## src/rtl/dp_pkg.sv

```systemverilog
`default_nettype none
// ============================================================================
//  Module      : dp_pkg
//  Description : Shared types and constants for the audio datapath control
//                FSM (state encoding, phase counter width).
//  Revision    : 1.0 - initial release
// ============================================================================
package dp_pkg;

    // Phase counter width; supports READ_CYCLES up to 15.
    localparam int DP_CNT_W = 4;

    // FSM state encoding (3 bits, encodings 6 and 7 unused).
    typedef enum logic [2:0] {
        IDLE  = 3'd0,
        MAIN  = 3'd1,
        REV   = 3'd2,
        CHOR  = 3'd3,
        READY = 3'd4,
        XMIT  = 3'd5
    } dp_state_t;

endpackage : dp_pkg
`default_nettype wire

```

## src/rtl/dp_fsm.sv

```systemverilog
`default_nettype none
// ============================================================================
//  Module      : dp_fsm
//  Description : Control FSM for the audio datapath. A start request runs
//                three read phases (main sample, reverb tap, chorus tap),
//                each READ_CYCLES long, then flags a mixed sample as ready
//                and waits for a full transmit handshake (rise, then fall)
//                before accepting a new start.
//  Revision    : 1.0 - initial release
//
//  Ports
//    clk        in   system clock, rising-edge active
//    reset      in   asynchronous, active-low reset
//    start      in   request a new sample cycle (honoured only in IDLE)
//    transmit   in   downstream serializer busy / handshake
//    rev_read   out  reverb delay memory read strobe
//    chor_read  out  chorus delay memory read strobe
//    main_read  out  main sample buffer read strobe
//    tfr_ready  out  mixed sample ready for transfer
// ============================================================================
module dp_fsm
    import dp_pkg::*;
#(
    parameter int READ_CYCLES = 1    // cycles per read strobe, 1..15
) (
    input  logic clk,
    input  logic reset,
    input  logic start,
    input  logic transmit,
    output logic rev_read,
    output logic chor_read,
    output logic main_read,
    output logic tfr_ready
);

    // Value loaded into the phase counter on entry to each read phase.
    localparam logic [DP_CNT_W-1:0] C_CNT_LOAD = DP_CNT_W'(READ_CYCLES - 1);
    localparam logic [DP_CNT_W-1:0] C_CNT_ONE  = DP_CNT_W'(1);

    dp_state_t             state_q;
    dp_state_t             state_d;
    logic [DP_CNT_W-1:0]   cnt_q;
    logic [DP_CNT_W-1:0]   cnt_d;

    // ------------------------------------------------------------------------
    // State / counter register
    // ------------------------------------------------------------------------
    always_ff @(posedge clk or negedge reset) begin
        if (!reset) begin
            state_q <= IDLE;
            cnt_q   <= '0;
        end else begin
            state_q <= state_d;
            cnt_q   <= cnt_d;
        end
    end

    // ------------------------------------------------------------------------
    // Next-state logic
    // Each read phase holds until the counter reaches zero, then reloads the
    // counter for the following phase so every strobe lasts READ_CYCLES.
    // ------------------------------------------------------------------------
    always_comb begin
        state_d = state_q;
        cnt_d   = cnt_q;
        case (state_q)
            IDLE: begin
                if (start) begin
                    state_d = MAIN;
                    cnt_d   = C_CNT_LOAD;
                end
            end
            MAIN: begin
                if (cnt_q == '0) begin
                    state_d = REV;
                    cnt_d   = C_CNT_LOAD;
                end else begin
                    cnt_d   = cnt_q - C_CNT_ONE;
                end
            end
            REV: begin
                if (cnt_q == '0) begin
                    state_d = CHOR;
                    cnt_d   = C_CNT_LOAD;
                end else begin
                    cnt_d   = cnt_q - C_CNT_ONE;
                end
            end
            CHOR: begin
                if (cnt_q == '0) begin
                    state_d = READY;
                    cnt_d   = '0;
                end else begin
                    cnt_d   = cnt_q - C_CNT_ONE;
                end
            end
            READY: begin
                if (transmit) begin
                    state_d = XMIT;
                end
            end
            XMIT: begin
                if (!transmit) begin
                    state_d = IDLE;
                end
            end
            // Unused encodings recover to IDLE.
            default: begin
                state_d = IDLE;
                cnt_d   = '0;
            end
        endcase
    end

    // ------------------------------------------------------------------------
    // Output decode (Moore: state register only)
    // ------------------------------------------------------------------------
    always_comb begin
        main_read = 1'b0;
        rev_read  = 1'b0;
        chor_read = 1'b0;
        tfr_ready = 1'b0;
        case (state_q)
            MAIN:    main_read = 1'b1;
            REV:     rev_read  = 1'b1;
            CHOR:    chor_read = 1'b1;
            READY:   tfr_ready = 1'b1;
            default: ;
        endcase
    end

endmodule : dp_fsm
`default_nettype wire

```

## config.mk

```make
export PLATFORM = sky130hd
export DESIGN_NAME = dp_fsm
export DESIGN_NICKNAME = d
export VERILOG_FILES = /design/src/rtl/dp_pkg.sv /design/src/rtl/dp_fsm.sv
export SDC_FILE = /design/constraint.sdc
export NUM_CORES = 1
export LEC_CHECK = 0
export CORE_AREA = 2 2 39 41
export CTS_CLUSTER_SIZE = 16
export DETAILED_ROUTE_END_ITERATION = 10
export DIE_AREA = 0 0 41 43
export DONT_BUFFER_PORTS = 1
export HOLD_SLACK_MARGIN = 0.06
export PLACE_DENSITY = 0.57
export SYNTH_ARGS = -nofsm -noshare
export SYNTH_HDL_FRONTEND = slang
export SYNTH_SLANG_ARGS = --single-unit
```

## constraint.sdc

```tcl
create_clock -name clk -period 1.5 [get_ports clk]
set_input_delay 0.225 -clock clk [delete_from_list [all_inputs] [get_ports clk]]
set_output_delay 0.225 -clock clk [all_outputs]
set_load 0.005 [all_outputs]
```

; ---- Word-level counts from Yosys, hierarchy flattened
; Index checks and enable logic that the tools add are counted.
[totals]
regBits = 7
out_inout_bits = 4
wordCells = 35
[classes]
n_addsub = 1
n_eq_ne = 11
n_mux = 14
n_bitwise = 1
n_reduce_logical = 6
[ops]
columns = op, n
row1 = 3-bit 2-to-1 mux, 6
row2 = 3-bit one-hot mux with 6 select lines, 1
row3 = 2-bit != test (second input constant), 6
row4 = 4-bit one-hot mux with 3 select lines, 1
row5 = 4-bit 2-to-1 mux, 2
row6 = 3-bit by 2-bit equality test with 1-bit output (second input constant), 2
row7 = 3-bit equality test (second input constant), 2
row8 = 6-bit AND reduction, 1
row9 = 4-bit logical NOT, 1
row10 = 1-bit 2-to-1 mux, 4
row11 = 4-bit by 1-bit subtractor with 4-bit output (second input constant), 1
row12 = 3-bit by 1-bit equality test with 1-bit output (second input constant), 1
row13 = 3-bit logical NOT, 1
row14 = 3-bit OR reduction, 1
row15 = 2-bit AND reduction, 1
row16 = 2-bit OR reduction, 1
row17 = 1-bit NOT, 1

; ---- Depth between registers and ports, before layout
; Gate-level depths: netlist (run 1).
[logic_depth]
depth_word = 4
mapped_depth = 5
depth_no_buf = 5

; ---- Least setup slack after synthesis (run 1)
; Ideal clock, no wire load.
[synth_timing]
kind = reg2reg
startpoint = reg state_q[0]
endpoint = reg cnt_q[2]
arrival_time_ps = 1091
t_required_ps = 1374
path_slack_ps = 283
stages_incl_launch_ff = 5
path_buffers = 1
synth_period_minus_slack_ps = 1217
cell_sequence = dfrtp_1 -> buf_2 -> o21ba_1 -> and4b_1 -> a221o_1
[synth_via]
elab_chain_cells = 4
word_cells_on_any_way = 12
[synth_lines]
columns = element, line
row1 = from (decl), dp_fsm.sv:40  ; dp_state_t state_q;
row2 = from (signal assigned), dp_fsm.sv:53  ; state_q <= state_d;
row3 = branches (longest 4 deep; another with 4-bit one-hot mux with 3 select lines), --
row4 = to (signal assigned), dp_fsm.sv:54  ; cnt_q <= cnt_d;
row5 = to (decl), dp_fsm.sv:42  ; logic [DP_CNT_W-1:0] cnt_q;
; Several ways; the timed one is not identified.
; A chain may end at the register's enable or synchronous reset.

; ---- Worst setup path in the final report (run 1)
[layout_timing]
startpoint = reg state_q[1]
endpoint = out tfr_ready
[layout_via]
elab_chain_cells = 2
[layout_lines]
columns = element, line
row1 = 3-bit equality test, dp_fsm.sv:123  ; case (state_q)
row2 = 1-bit 2-to-1 mux, dp_fsm.sv:123
row3 = to (decl), dp_fsm.sv:33  ; output logic tfr_ready
; Every way passes these cells.

==> results of run 1 <==
## area by class of cell
type	instances	area (um^2)
multi-input cells	30	230
clock buffers	4	26.3
repair buffers	2	17.5
fillers	148	907
flip-flops and latches	7	175
inverters	2	7.51
well taps	16	20.0
## worst max-delay path by stage
stage	endpoint	cells after the start
floorplan	cnt_q[2]	4
global placement	state_q[0]	5
detailed placement	state_q[0]	5
CTS	tfr_ready	3
global route	state_q[0]	5
finish	tfr_ready	3
## registers in the layout, indices dropped and copies added, names as in the netlist
register,count
cnt_q,4
state_q,3
## worst max-delay path: stages, from the launching register on
cell and delay (ps):
dfrtp_1 380, buf_4 170, or2b_1 230, nor2_1 120
## metal layers
layer | vias to the layer above | track usage, % | wire [um]
li1 | 155 | - | -
met1 | 139 | 13.4 | 318
met2 | 7 | 14.4 | 332
met3 | 0 | 10.5 | 69
met4 | 0 | 2.00 | 0
met5 | - | 0 | 0
## cells in the mapped netlist
| master | number |
|---|---|
| and4bb_2 | 1 |
| nor2_1 | 3 |
| o21ai_1 | 1 |
| nor3b_1 | 2 |
| buf_2 | 2 |
| nor2b_1 | 3 |
| inv_1 | 2 |
| and3b_2 | 1 |
| nor3b_2 | 1 |
| o21ba_1 | 2 |
| dfrtp_1 | 7 |
| o21bai_1 | 1 |
| a221o_1 | 1 |
| and4b_1 | 1 |
| nand2b_1 | 1 |
| nand3b_1 | 1 |
| o31ai_1 | 1 |
| a211oi_1 | 1 |
| or2b_1 | 1 |
| ha_1 | 1 |
| o2bb2ai_1 | 2 |
| nand2_1 | 1 |
| xnor2_1 | 2 |
| nor3_1 | 2 |
## metrics by stage
stage | util (%) | area [um^2] | hold slack, ps
floorplan | - | 423 | -70.6
global route | 34.4 | 477 | 136
CTS | 34.4 | 477 | 132
global placement | 31.8 | 440 | -70.4
detailed placement | 31.8 | 440 | -70.4
finish | 34.4 | 477 | 137
## timing repair
action                    in CTS  in global routing
hold buffers                   1                  0
hold endpoints to repair       7                  0
buffers inserted               0                  0
## report_power, final
part	internal [mW]	total (mW)	switching (mW)	leakage, nW
Sequential	0.270	0.356	0.0868	0.0888
Clock	0.101	0.169	0.0677	0.0150
Combinational	0.246	0.471	0.225	0.0957
## kinds of logic after synthesis
logic type,count (synthesis),synth area share (%)
buf+inv,4,4.14
xor+xnor,2,4.14
simple gates,18,29.6
fa+ha+maj,1,2.96
flops,7,41.4
compound gates,9,17.8
==> out/results.txt, run 1 <==
Worst-margin pin slew - 317 ps
DRT antenna net count - 0
Critical path startpoint - state_q[1]
Core Area - 1380 um^2
Setup crit end kind - primary output
Hold endpoint - state_q[2]
Die Y - 43 um
Mapped Nets - 46
Worst Path Required - 1270 ps
Starting Density - 30.6%
Reg2reg path depth - 5
Top cell type's share of synthesized area - 41.4%
Final Non-Filler Cells - 61
Vias per cell - 4.93
Initial antenna violation count - 0
Leading area contributor after synthesis - dfrtp_1
Wire length per cell - 11.8 um
Synth unique cells - 24
Count of final hold-check violations - 0
RSZ-0062 raised after global routing - no
Global-route wire length before repair - 1260 um
Maxcap violations - 0
PD cells - 2090 nW/um^2
Final net count - 51
Root buffer cell - clkbuf_4
Commonest non-fill, non-tap cell in the layout - dfrtp_1
DRC viols - 0
Port bufs - 0
Rows - 14
CTS tree - done
CTS resizes - 0
Fin crit period - 1380 ps
Vias - 301
Post-synthesis cell count - 41
R2r endpoint - state_q[0]
Final Max Tran Viols - 0
Sequential fraction of the synthesis area - 41.4%
Worst-Skew Late Latency - 250 ps
Setup TNS - 0 ps
Hold Crit Start - transmit
Num CTS Buffers - 3
Final setup viols - 0
Mapped Area - 423 um^2
Clk slew on worst S/H paths - 50 ps
R2r setup slk - 190 ps
Grt ovf - 0
Setup WS post-layout - 122 ps
Hold Path Stages - 2
Synthesized area per cell - 10.3 um^2
Tot Pwr - 0.996 mW
Share of cells above drive strength 1 - 15.6%
TritonRoute pass-1 iters - 2
CTS H-tree lvls - 1
HPWL reported at the end of detailed placement - 580 um
DRT Wirelength - 721 um
Worst EP arrival - 1150 ps
Pin count of the biggest net entering global routing - 11
Fmax achieved - 726 MHz
Layout area overhead - 12.7%
Tcrit/Tclk final - 91.9%
Most frequent cells in the layout - 7 x dfrtp_1, 3 x nor2_1, 3 x nor2b_1, 3 x clkbuf_4
I/O pin count - 8
Crit path kind - reg2out
Gpl congestion - 0.716
Gr usage total - 11.1%
CP Launch Type - register
Post-Place Worst Slack - 173 ps
CP max FO - 10
Synth warn - 0
Synth area leaders - dfrtp_1 41%, o21ba_1 4.7%, nor2b_1 4.4%
RR Startpoint - cnt_q[0]
TritonCTS Sinks - 7
First DRT Iteration DRCs - 10
VDD IR max - 0.843 mV
Die area - 1760 um^2
Max_slew headroom - 78.8%
Inst Count DP - 56
DIE WIDTH - 41 um
Vias in the first global route - 293
Status - completed
Synth Register Bits - 7
Worst hold-check path type - in2reg
Static Leak - 0.200 nW
Bufs on Longest Clock Path - 2
Layout Skew - 5.27 ps
Ant diodes - 0
Power figures use the tool's default switching activity.
==> run 2, diff against run 1 <==
- CAP_MARGIN: unset -> 5
==> results of run 2 <==
The final DEF is identical to that of run 1; final timing and power are the same.
==> run 3, diff against run 2 <==
- SLEW_MARGIN: unset -> 15
==> results of run 3 <==
The final DEF is identical to that of run 1; final timing and power are the same.
